$ cat src/rtl/load_store_unit.sv
`default_nettype none
// ============================================================================
// Module   : load_store_unit
// Purpose  : Single-outstanding load/store engine between a CPU pipeline and a
//            simple req/ack memory bus. Checks alignment/legality, forms the
//            word-aligned bus address, byte enables and replicated write data,
//            waits for bus_ack with a timeout, and extracts/extends load data.
// Ports    : clk, rst            - clock, asynchronous active-high reset
//            start               - memory instruction valid (sampled in IDLE)
//            mem_read/mem_write  - access type from the decoder
//            mem_width           - 00 byte, 01 half, 10 word, 11 illegal
//            load_unsigned       - zero-extend loads when 1
//            addr, store_data    - byte address and store source
//            busy, done, fault   - PC stall, completion pulse, error pulse
//            load_data           - last completed load result
//            bus_*               - memory bus request/response
// Revision : 1.0 - initial release
// ============================================================================
module load_store_unit #(
  parameter int TIMEOUT = 255
) (
  input  logic        clk,
  input  logic        rst,
  input  logic        start,
  input  logic        mem_read,
  input  logic        mem_write,
  input  logic [1:0]  mem_width,
  input  logic        load_unsigned,
  input  logic [31:0] addr,
  input  logic [31:0] store_data,
  output logic        busy,
  output logic        done,
  output logic        fault,
  output logic [31:0] load_data,
  output logic        bus_req,
  output logic        bus_we,
  output logic [31:0] bus_addr,
  output logic [31:0] bus_wdata,
  output logic [3:0]  bus_be,
  input  logic        bus_ack,
  input  logic [31:0] bus_rdata
);

  // Counter holds the number of completed WAIT cycles, 0 .. TIMEOUT-1.
  localparam int CNT_W = (TIMEOUT < 2) ? 1 : $clog2(TIMEOUT);
  localparam logic [CNT_W-1:0] CNT_LAST = CNT_W'(TIMEOUT - 1);

  typedef enum logic [1:0] {
    ST_IDLE = 2'd0,
    ST_WAIT = 2'd1,
    ST_RESP = 2'd2
  } state_t;

  state_t           state_q, state_d;
  logic [CNT_W-1:0] cnt_q, cnt_d;
  logic             we_q, we_d;
  logic [31:0]      bus_addr_q, bus_addr_d;
  logic [31:0]      wdata_q, wdata_d;
  logic [3:0]       be_q, be_d;
  logic [1:0]       lane_q, lane_d;
  logic [1:0]       width_q, width_d;
  logic             uns_q, uns_d;
  logic             fault_q, fault_d;
  logic [31:0]      load_data_q, load_data_d;

  logic             legal_w;
  logic [3:0]       be_w;
  logic [31:0]      wdata_w;
  logic [7:0]       rbyte_w;
  logic [15:0]      rhalf_w;
  logic [31:0]      load_ext_w;

  // Request legality and bus lane formation from the live inputs.
  always_comb begin
    legal_w = (mem_read ^ mem_write) && (mem_width != 2'b11);
    if (mem_width == 2'b01 && addr[0])
      legal_w = 1'b0;
    if (mem_width == 2'b10 && addr[1:0] != 2'b00)
      legal_w = 1'b0;

    be_w    = 4'b1111;
    wdata_w = store_data;
    case (mem_width)
      2'b00: begin
        be_w    = 4'b0001 << addr[1:0];
        wdata_w = {4{store_data[7:0]}};
      end
      2'b01: begin
        be_w    = addr[1] ? 4'b1100 : 4'b0011;
        wdata_w = {2{store_data[15:0]}};
      end
      default: begin
        be_w    = 4'b1111;
        wdata_w = store_data;
      end
    endcase
  end

  // Load lane selection and extension using the latched request attributes.
  always_comb begin
    case (lane_q)
      2'd0:    rbyte_w = bus_rdata[7:0];
      2'd1:    rbyte_w = bus_rdata[15:8];
      2'd2:    rbyte_w = bus_rdata[23:16];
      default: rbyte_w = bus_rdata[31:24];
    endcase
    rhalf_w = lane_q[1] ? bus_rdata[31:16] : bus_rdata[15:0];

    case (width_q)
      2'b00:   load_ext_w = {{24{~uns_q & rbyte_w[7]}}, rbyte_w};
      2'b01:   load_ext_w = {{16{~uns_q & rhalf_w[15]}}, rhalf_w};
      default: load_ext_w = bus_rdata;
    endcase
  end

  // Next-state logic.
  always_comb begin
    state_d     = state_q;
    cnt_d       = cnt_q;
    we_d        = we_q;
    bus_addr_d  = bus_addr_q;
    wdata_d     = wdata_q;
    be_d        = be_q;
    lane_d      = lane_q;
    width_d     = width_q;
    uns_d       = uns_q;
    fault_d     = 1'b0;
    load_data_d = load_data_q;

    case (state_q)
      ST_IDLE: begin
        if (start) begin
          we_d       = mem_write;
          bus_addr_d = {addr[31:2], 2'b00};
          wdata_d    = wdata_w;
          be_d       = be_w;
          lane_d     = addr[1:0];
          width_d    = mem_width;
          uns_d      = load_unsigned;
          if (legal_w) begin
            state_d = ST_WAIT;
            cnt_d   = '0;
          end else begin
            fault_d = 1'b1;
          end
        end
      end
      ST_WAIT: begin
        // An ack in the final allowed cycle takes priority over the timeout.
        if (bus_ack) begin
          state_d = ST_RESP;
          if (!we_q)
            load_data_d = load_ext_w;
        end else if (cnt_q == CNT_LAST) begin
          state_d = ST_IDLE;
          fault_d = 1'b1;
        end else begin
          cnt_d = cnt_q + CNT_W'(1);
        end
      end
      ST_RESP: begin
        state_d = ST_IDLE;
      end
      default: begin
        state_d = ST_IDLE;
      end
    endcase
  end

  always_ff @(posedge clk or posedge rst) begin
    if (rst) begin
      state_q     <= ST_IDLE;
      cnt_q       <= '0;
      we_q        <= 1'b0;
      bus_addr_q  <= '0;
      wdata_q     <= '0;
      be_q        <= '0;
      lane_q      <= '0;
      width_q     <= '0;
      uns_q       <= 1'b0;
      fault_q     <= 1'b0;
      load_data_q <= '0;
    end else begin
      state_q     <= state_d;
      cnt_q       <= cnt_d;
      we_q        <= we_d;
      bus_addr_q  <= bus_addr_d;
      wdata_q     <= wdata_d;
      be_q        <= be_d;
      lane_q      <= lane_d;
      width_q     <= width_d;
      uns_q       <= uns_d;
      fault_q     <= fault_d;
      load_data_q <= load_data_d;
    end
  end

  // bus_req derives from the state register so an async reset drops it at once.
  assign bus_req   = (state_q == ST_WAIT);
  assign done      = (state_q == ST_RESP);
  assign fault     = fault_q;
  assign busy      = (state_q != ST_IDLE) || (start && legal_w);
  assign bus_we    = we_q;
  assign bus_addr  = bus_addr_q;
  assign bus_wdata = wdata_q;
  assign bus_be    = be_q;
  assign load_data = load_data_q;

endmodule
`default_nettype wire

$ cat config.mk
export PLATFORM = sky130hd
export DESIGN_NAME = load_store_unit
export DESIGN_NICKNAME = d
export VERILOG_FILES = /design/src/rtl/load_store_unit.sv
export SDC_FILE = /design/constraint.sdc
export NUM_CORES = 1
export LEC_CHECK = 0
export ABC_AREA = 1
export ABC_CLOCK_PERIOD_IN_PS = 4350
export BUFFER_PORTS_ARGS = -buffer_cell sky130_fd_sc_hd__buf_2
export CAP_MARGIN = 20
export CORE_MARGIN = 1.5
export CORE_UTILIZATION = 45
export CTS_CLUSTER_SIZE = 28
export DETAILED_ROUTE_END_ITERATION = 16
export GPL_ROUTABILITY_DRIVEN = 0
export PLACE_DENSITY = 0.74
export SYNTH_ARGS = -nofsm -noshare
export SYNTH_HDL_FRONTEND = slang
export SYNTH_SLANG_ARGS = --single-unit
$ cat constraint.sdc
create_clock -name clk -period 4.35 [get_ports clk]
set_clock_uncertainty 0.2 [all_clocks]
set_input_delay 0.435 -clock clk [delete_from_list [all_inputs] [get_ports clk]]
set_output_delay 0.435 -clock clk [all_outputs]
set_load 0.05 [all_outputs]
# Yosys cells after proc, flatten, opt, wreduce, memory -nomap -nowiden

Index checks and enable logic that the tools add are counted.

$add $sub $neg: 1
Equality and inequality tests: 14
Shift-type cells: 1
Mux-type cells: 23
Bitwise gates (word level): 5
Reductions and logical operators: 16

Operators with widths:

| operator                                                          | number |
|---|---|
| 32-bit one-hot mux with 2 select lines                            | 2 |
| 8-bit 2-to-1 mux                                                  | 4 |
| 8-bit one-hot mux with 3 select lines                             | 1 |
| 16-bit 2-to-1 mux                                                 | 1 |
| 8-bit one-hot mux with 2 select lines                             | 1 |
| 2-bit != test, second input constant                              | 5 |
| 8-bit by 1-bit adder with 8-bit output, second input constant     | 1 |
| 2-bit by 1-bit == test with 1-bit output, second input constant   | 4 |
| 8-bit == test, second input constant                              | 1 |
| 2-bit logical NOT                                                 | 4 |
| 2-bit 2-to-1 mux                                                  | 4 |
| 4-bit one-hot mux with 2 select lines                             | 1 |
| 2-bit == test, second input constant                              | 3 |
| 1-bit 2-to-1 mux                                                  | 6 |
| 3-bit AND reduction                                               | 2 |
| 2-bit nonzero test                                                | 3 |
| 5-bit AND reduction                                               | 1 |
| 1-bit logical AND                                                 | 4 |
| 4-bit 2-to-1 mux                                                  | 1 |
| 2-bit one-hot mux with 2 select lines                             | 1 |
| 1-bit by 2-bit left shift with 4-bit output, first input constant | 1 |
| 3-bit by 1-bit != test with 1-bit output, second input constant   | 1 |
| 1-bit AND                                                         | 2 |
| 1-bit inverter                                                    | 2 |
| 4 further kinds                                                   | 4 |

Bits in registers: 115
Input bits: 105
Logic and storage cells: 71

# Logic depth before layout (Yosys ltp)

Gate-level depths: netlist (run 1).

Depth after elaboration: 7
Depth in mapped cells: 11
Mapped depth without buffers: 9

# Least setup slack after synthesis (run 1)

No wires, ideal clock.

Kind: in2out
From: in mem_width[1]
To: out busy
Arrival: 1.922 ns
Path slack: 1.793 ns
Stages on the path: 4
Buffers on the path: 1
Cell sequence: buf_4 -> o21ai_0 -> nand3_1 -> o21ai_0

Longest elaborated chain between the ends: 6
Elaborated cells between the ends (all ways): 10

Ends and longest elaborated chain:

| item                                                                             | RTL line | text |
|---|---|---|
| start: declaration                                                               | 27       | `input logic [1:0] mem_width,` |
| 2-bit != test / 2-bit by 1-bit == test with 1-bit output (equally long branches) | 75, 76   |  |
| 1-bit logical AND (on tied branches)                                             | 75, 76   |  |
| 1-bit 2-to-1 mux                                                                 | 76       | `if (mem_width == 2'b01 && addr[0])` |
| 1-bit 2-to-1 mux (*)                                                             | 78       | `if (mem_width == 2'b10 && addr[1:0] != 2'b00)` |
| 1-bit logical AND (*)                                                            | 202      | `assign busy = (state_q != ST_IDLE) \|\| (start && legal_w);` |
| 1-bit logical OR (*)                                                             | 202      |  |
| end: declaration                                                                 | 31       | `output logic busy,` |

Every way passes the cells marked *; elsewhere a longest branch is shown, timed or not.

# Worst setup path in the final report (run 1)

From: reg state_q[1]
To: reg wdata_q[21] (netlist: bus_wdata[21])

Longest elaborated chain between the ends: 2

Ends and longest elaborated chain:

| item                          | RTL line | text |
|---|---|---|
| start: declaration            | 54       | `state_t state_q, state_d;` |
| start signal: assignment      | 184      | `state_q <= state_d;` |
| 2-bit logical NOT             | 130      | `case (state_q)` |
| 2-bit AND reduction (no line) | n/a      |  |
| end signal: assignment        | 188      | `wdata_q <= wdata_d;` |
| end: declaration              | 58       | `logic [31:0] wdata_q, wdata_d;` |

No other way between the ends.
A chain may end at the register's enable or synchronous reset.

==> results.cfg, run 1 <==
[die]
rows = 40
dieArea_um2 = 12900
initial_core_util_pct = 45.9
die_w_um = 113
io_pins = 210
fp.dieH_um = 113
coreArea_um2 = 12000

[sta]
slew_headroom_pct = 49.6
finalSetupViolCount = 0
worst_pin_slew_ps = 756
fin_crit_ps = 2410
slew_violations = 0
finalCritPeriodShare_pct = 55.4
max_freq_mhz = 415
hold_viol_final = 0
setup_tns_ps = 0
rsz0062_at_grt = no

[power]
total_power_mw = 4.85
p_leak_nw = 3.86
cellPowerDensity_nw_per_um2 = 673
peakVddDrop_uv = 269

[clock_network]
cts.clk_slew.worst_paths_ps = 60
cts_sinks = 115
clock_path_buffers = 2
cts_tree = done
post_cts.repair.setup_buffers = 0
root_buffer = clkbuf_16
clock_latency_ps = 400
htreeDepth = 4
cts_buffers = 17

[placed_design]
dp.cells = 1016
place.detailed.hpwl_mm = 10.8
port_buffers = 207

[synth]
syn-cell-area_um2 = 5490
yosysSeqAreaShare_pct = 52.4
synth-seq-cells = 115
syn-instance-count = 689
synth-edff-count = 0
synthDistinctLibCells = 35
synth-main-ff-cell = dfrtp_1
yosys.area.top_type = dfrtp_1
synth.area.top_cells = dfrtp_1, nand2_1, a21oi_1, nor2_1, nand3_1
syn_avg_cell_area_um2 = 7.97
yosys.area.top_type_share_pct = 52.4
yosysWarnings = 0
async_flop_share_pct = 100

[critical_path]
ff2ff_path_depth = 6
arrival_ps = 2540
rrSetupSlack_ps = 1940
reg2reg_from = state_q[1]$_DFFE_PP0P_
endpoint = bus_wdata[21]$_DFFE_PP0P_
timing.rr.end = bus_wdata[21]$_DFFE_PP0P_
critPathKind = register to register
crit_start = state_q[1]$_DFFE_PP0P_
cp-end-kind = register
crit_fanout = 35
start_kind = register
required_ps = 4470

[finish]
syn2layout_area_growth_pct = 31.2
instances_no_fill = 1049
nets = 996
drive_gt1_share_pct = 30.8
nFillCells = 1123
antennaDiodeCount = 0

[routing]
num_vias = 5322
routedWlPerCell_um = 14.4
drc_errors = 0
vias_per_cell = 5.07
firstDrtPassIters = 5
wirelength_mm = 15.1
antenna_left = 0
drt_iter0_drc = 424

[grt]
globalRouteTotalUtil_pct = 24.4
grt-ovfl-total = 0
gr-usage-met1_pct = 31.5
grt_util_met3_pct = 7.81
grt_pass1_vias = 5025
grt_max_degree = 62
met2_usage_pct = 39.2
grt.busiest_layer = met2
grt_first_pass_wirelength_mm = 24.8
antenna_found_initial = 0

[run_status]
status = finished, final reports clean

[worst_hold_path]
hold_path.class = input port to register
holdCritStartpoint = addr[21]

[run]
cap_violations = 0
==> kinds of logic (layout without fill, tap and decap cells) <==
family | after synthesis | count (layout) | share of synthesized area [%]
AO/OA/AOI/OAI | 104 | 104 | 10.5
XOR/XNOR | 3 | 3 | 0.478
adder cells (fa/ha/maj) | 2 | 2 | 0.456
buffers and inverters | 67 | 279 | 5.99
flip-flops | 115 | 115 | 52.4
other | 1 | 2 | 0.0683
AND/OR/NAND/NOR | 397 | 397 | 30.1
==> worst max-delay path, cell delays in order, from the launching register on <==
cell and delay, ps:
dfrtp_1 430, nor2_2 130, nand2_2 330, inv_2 520, buf_4 440, nor2_1 70, nor3_1 200
==> Yosys cell counts, types with 2 or more instances <==
cell	n
a21oi_2	5
o21bai_1	2
nor2_4	2
buf_1	3
xor2_1	2
clkinv_1	2
o22ai_1	7
nand3_1	37
buf_6	6
clkbuf_1	11
or2_2	7
o21ai_0	29
nand2_1	254
a21oi_1	53
nand2_4	2
nand3_2	2
dfrtp_1	115
buf_4	4
nor3_1	15
nor2_1	70
inv_1	25
buf_2	10
ha_1	2
a41oi_1	4
inv_2	4
inv_4	2
a31oi_1	2
nand2_2	5
==> per-layer routing <==
metal | vias up | wire length, um
met5 | - | 0
met4 | 0 | 167
met3 | 20 | 1260
met2 | 232 | 7310
met1 | 2460 | 6410
li1 | 2610 | -
==> cells in the final DEF, fill, tap and decap left out, types with 2 or more instances in the layout <==
cell type	instances
nand2_1	254
buf_2	207
dfrtp_1	115
nor2_1	70
a21oi_1	53
nand3_1	37
o21ai_0	29
inv_1	24
clkbuf_16	17
nor3_1	15
o22ai_1	7
or2_2	7
buf_4	6
nand2_2	5
a21oi_2	5
inv_2	4
a41oi_1	4
bufinv_16	4
inv_4	3
clkinvlp_4	3
inv_6	3
clkinv_4	3
clkinv_1	2
nor2_4	2
nand3_2	2
nand2_4	2
xor2_1	2
o21bai_1	2
a31oi_1	2
ha_1	2
conb_1	2
clkinv_2	2
==> report_power, final <==
group / internal, mW / leakage (nW) / switching [mW] / total [mW]
Clock: 0.963 / 0.300 / 0.511 / 1.47
Combinational: 0.425 / 2.17 / 1.43 / 1.85
Sequential: 1.35 / 1.39 / 0.171 / 1.52
==> how the worst min path moves through the flow <==
| stage | depth (start not counted) | endpoint |
|---|---|---|
| CTS | 3 | bus_addr[30]$_DFFE_PP0P_ |
| finish | 3 | bus_addr[21]$_DFFE_PP0P_ |
| global route | 3 | bus_addr[21]$_DFFE_PP0P_ |
| detailed placement | 2 | bus_addr[22]$_DFFE_PP0P_ |
| global placement | 2 | bus_addr[26]$_DFFE_PP0P_ |
| floorplan | 1 | cnt_q[0]$_DFFE_PP0P_ |
==> flip-flops by register name, summed over array words and instances (netlist names) <==
register,count
width_q,2
bus_addr,30
bus_we,1
bus_be,4
fault,1
lane_q,2
state_q,2
bus_wdata,32
uns_q,1
load_data,32
cnt_q,8
==> stage by stage <==
stage          area, um^2  setup slack (ps)  util [%]  hold WS, ps
2_1_floorplan        5500               671         -          292
6_report             7200              1940      60.2         14.8
4_1_cts              7200              1920      60.2         3.71
3_3_place_gp         6560              2010      54.9          257
3_5_place_dp         6560              1920      54.9          261
5_1_grt              7200              1710      60.2         7.27
==> area by class of cell <==
type | instances | area (um^2) | area share (%)
clock buffer | 17 | 425 | 5.90
inverter | 33 | 131 | 1.82
sequential | 115 | 2880 | 39.9
timing repair buffer | 214 | 1090 | 15.1
clock inverter | 15 | 205 | 2.85
tap | 147 | 184 | 2.55
multi-input combinational | 508 | 2290 | 31.8
==> repair_timing <==
| action | in CTS | in global routing |
|---|---|---|
| gates resized for setup | 0 | 0 |
| endpoints found under the hold margin | 15 | 0 |
| hold buffers | 1 | 0 |
Power figures use the tool's default switching activity.
==> run 2: changes to the inputs <==
- ABC_AREA: 1 -> 0
- ABC_CLOCK_PERIOD_IN_PS: 4350 -> 2000
- CORE_UTILIZATION: 45 -> 44
- PLACE_DENSITY: 0.74 -> 0.76
- clock period: 4.35 -> 2 ns (I/O delays scaled with it)
==> run 2 against run 1 <==
  * Largest cell class unchanged
  * Count of clock-buffer cells in the layout rose by 2
  * Via count increased by 3.3%
  * Die area is 1.4% lower
  * Wire length increased by 15%
  * Synthesized cell count decreased by 16%
  * Largest power group unchanged
  * Sequential power grew 120%
  * Clock power increased by 140%
  * Design area grew 14%
  * Highest routed layer is now met5
  * Power is 130% higher
==> results.cfg, run 2 <==
[power]
p_seq_share_pct = 30.1
total_power_mw = 11.2
swShare_pct = 42.4
comb_power_share_pct = 38.9
clkPwrFrac_pct = 31.1
power.internal_mw = 6.44
cellPowerDensity_nw_per_um2 = 1360
p_leak_nw = 4.17
peakVddDrop_uv = 759
switchingPower_mw = 4.75

[routing]
drt_iter0_drc = 393
drc_errors = 0
wirelength_mm = 17.4
vias_per_cell = 5.27
routedWlPerCell_um = 16.7
antenna_left = 0
firstDrtPassIters = 5
num_vias = 5495

[clock_network]
cts_buffers = 17
cts.clk_slew.worst_paths_ps = 50
root_buffer = clkbuf_16
cts_tree = done
cts_sinks = 115
post_cts.repair.setup_buffers = 0
clock_latency_ps = 410
clock_path_buffers = 2
htreeDepth = 4

[finish]
layout_commonest_cell = buf_2
multi_input_area_um2 = 2240
final_util_pct = 71.1
drive_gt1_share_pct = 30.1
antennaDiodeCount = 0
instances_no_fill = 1042
regArea_um2 = 2880
nFillCells = 818
nets = 993
syn2layout_area_growth_pct = 55.5
layout_common_cells = buf_2, nand2_1, dfrtp_1

[placed_design]
place.detailed.hpwl_mm = 10.6
dp.cells = 911
port_buffers = 207

[synth]
synth-edff-count = 0
yosysSeqAreaShare_pct = 54.4
syn-instance-count = 577
syn_avg_cell_area_um2 = 9.17
synth-main-ff-cell = dfrtp_1
synthDistinctLibCells = 44
yosys.area.top_type = dfrtp_1
syn-cell-area_um2 = 5290
yosys.area.top_type_share_pct = 54.4
async_flop_share_pct = 100
yosysWarnings = 0
synth.most_common_cell = nand2_1
synth-seq-cells = 115
synth_common_cells = nand2_1, dfrtp_1, nor2_1
synth.area.top_cells = dfrtp_1, nand2_1, mux2i_1, a21oi_1, nand3_1

[sta]
setup_tns_ps = 0
worst_pin_slew_ps = 609
max_freq_mhz = 531
rsz0062_at_grt = no
finalCritPeriodShare_pct = 94.2
slew_headroom_pct = 59.3
hold_viol_final = 0
finalSetupViolCount = 0
holdWs_ps = 17.1
slew_violations = 0
fin_crit_ps = 1880

[die]
die_w_um = 113
initial_core_util_pct = 45.8
io_pins = 210
fp.dieH_um = 113
rows = 39
coreArea_um2 = 11600
dieArea_um2 = 12700

[worst_hold_path]
holdCritStartpoint = bus_rdata[12]
hold_path.class = input port to register
min_path_cells = 4

[critical_path]
reg2reg_from = state_q[1]$_DFFE_PP0P_
cp-end-kind = register
rrSetupSlack_ps = 150
timing.rr.end = cnt_q[6]$_DFFE_PP0P_
slowest_stage = dlygate4sd3_1
ff2ff_path_depth = 5
required_ps = 2070
max_stage_delay_ps = 550
cp_num_cells = 5
critPathKind = input port to register
crit_chain = dlygate4sd3_1 > buf_2 > mux4_2 > a211oi_4 > a21oi_1
crit_family = buffers and inverters
endpoint = load_data[12]$_DFFE_PP0P_
start_kind = input port
crit_start = bus_rdata[31]
crit_fanout = 7
arrival_ps = 1960
path_buf_inv = 2

[grt]
antenna_found_initial = 1
grt_max_degree = 82
grt_first_pass_wirelength_mm = 28.0
globalRouteTotalUtil_pct = 28.1
grt-ovfl-total = 0
grt_pass1_vias = 5693

[run_status]
status = finished, final reports clean

[run]
cap_violations = 0
-- run 2: changes by cell type after synthesis, sizes merged, moves of 8 or more --
cell,change
a21oi,-22
clkbuf,+8
inv,-22
mux2i,+29
nand2,-89
nand3b,+8
nor2,-31
nor3,-12
-- run 2: cells by family after synthesis --
| kind of cell | Yosys count | share of synthesized area [%] |
|---|---|---|
| XOR/XNOR | 2 | 0.331 |
| other | 1 | 0.0709 |
| multiplexers | 36 | 7.19 |
| AND/OR/NAND/NOR | 284 | 23.2 |
| AO/OA/AOI/OAI | 93 | 10.6 |
| flip-flops | 115 | 54.4 |
| buffers and inverters | 44 | 3.71 |
| adder cells (fa/ha/maj) | 2 | 0.473 |
-- run 2: how the worst min path moves through the flow --
stage                                           end
final                     load_data[12]$_DFFE_PP0P_
after global routing      load_data[14]$_DFFE_PP0P_
after CTS                 load_data[14]$_DFFE_PP0P_
after detailed placement   bus_wdata[8]$_DFFE_PP0P_
after global placement     bus_wdata[8]$_DFFE_PP0P_
after floorplan            bus_addr[10]$_DFFE_PP0P_
-- run 2: worst register-to-register path: cells and delay by family (launching register included) --
kind,cells,cell delay [ps]
buffers and inverters,1,160
AND/OR/NAND/NOR,3,800
XOR/XNOR,1,190
flip-flops,1,370
-- run 2: per-layer routing --
metal | vias to the layer above | wire, um | global-route usage (%)
met5 | - | 10 | 0
met4 | 2 | 561 | 13.2
met3 | 53 | 1450 | 8.37
met2 | 299 | 8630 | 48.1
met1 | 2571 | 6790 | 32.4
li1 | 2570 | - | -
-- run 2: area by class of cell --
cell class | instances | share of cell area (%)
Timing Repair Buffer | 324 | 26.9
Sequential cell | 115 | 35.0
Inverter | 9 | 0.456
Tap cell | 143 | 2.18
Multi-Input combinational cell | 419 | 27.2
Clock inverter | 13 | 2.80
Clock buffer | 19 | 5.51
-- run 2: timing repair --
action | in CTS | in global routing
setup endpoints to repair | 0 | 4
endpoints found under the hold margin | 123 | 0
hold buffers | 99 | 0
resized for setup | 0 | 1
-- run 2: power groups by stage --
stage	registers [mW]	logic (mW)	clock network [mW]
floorplan	5.39	1.00	0
CTS	3.34	4.31	3.52
global placement	3.34	4.09	0
detailed placement	3.36	4.15	0
finish	3.36	4.35	3.48
global route	3.44	4.59	3.64
-- run 2: stage by stage --
stage / worst slack [ps] / cell area, um^2
floorplan: 76.1 / 5300
global placement: 178 / 6540
detailed placement: 103 / 6540
CTS: 85.7 / 8220
global route: 80.0 / 8230
finish: 116 / 8230
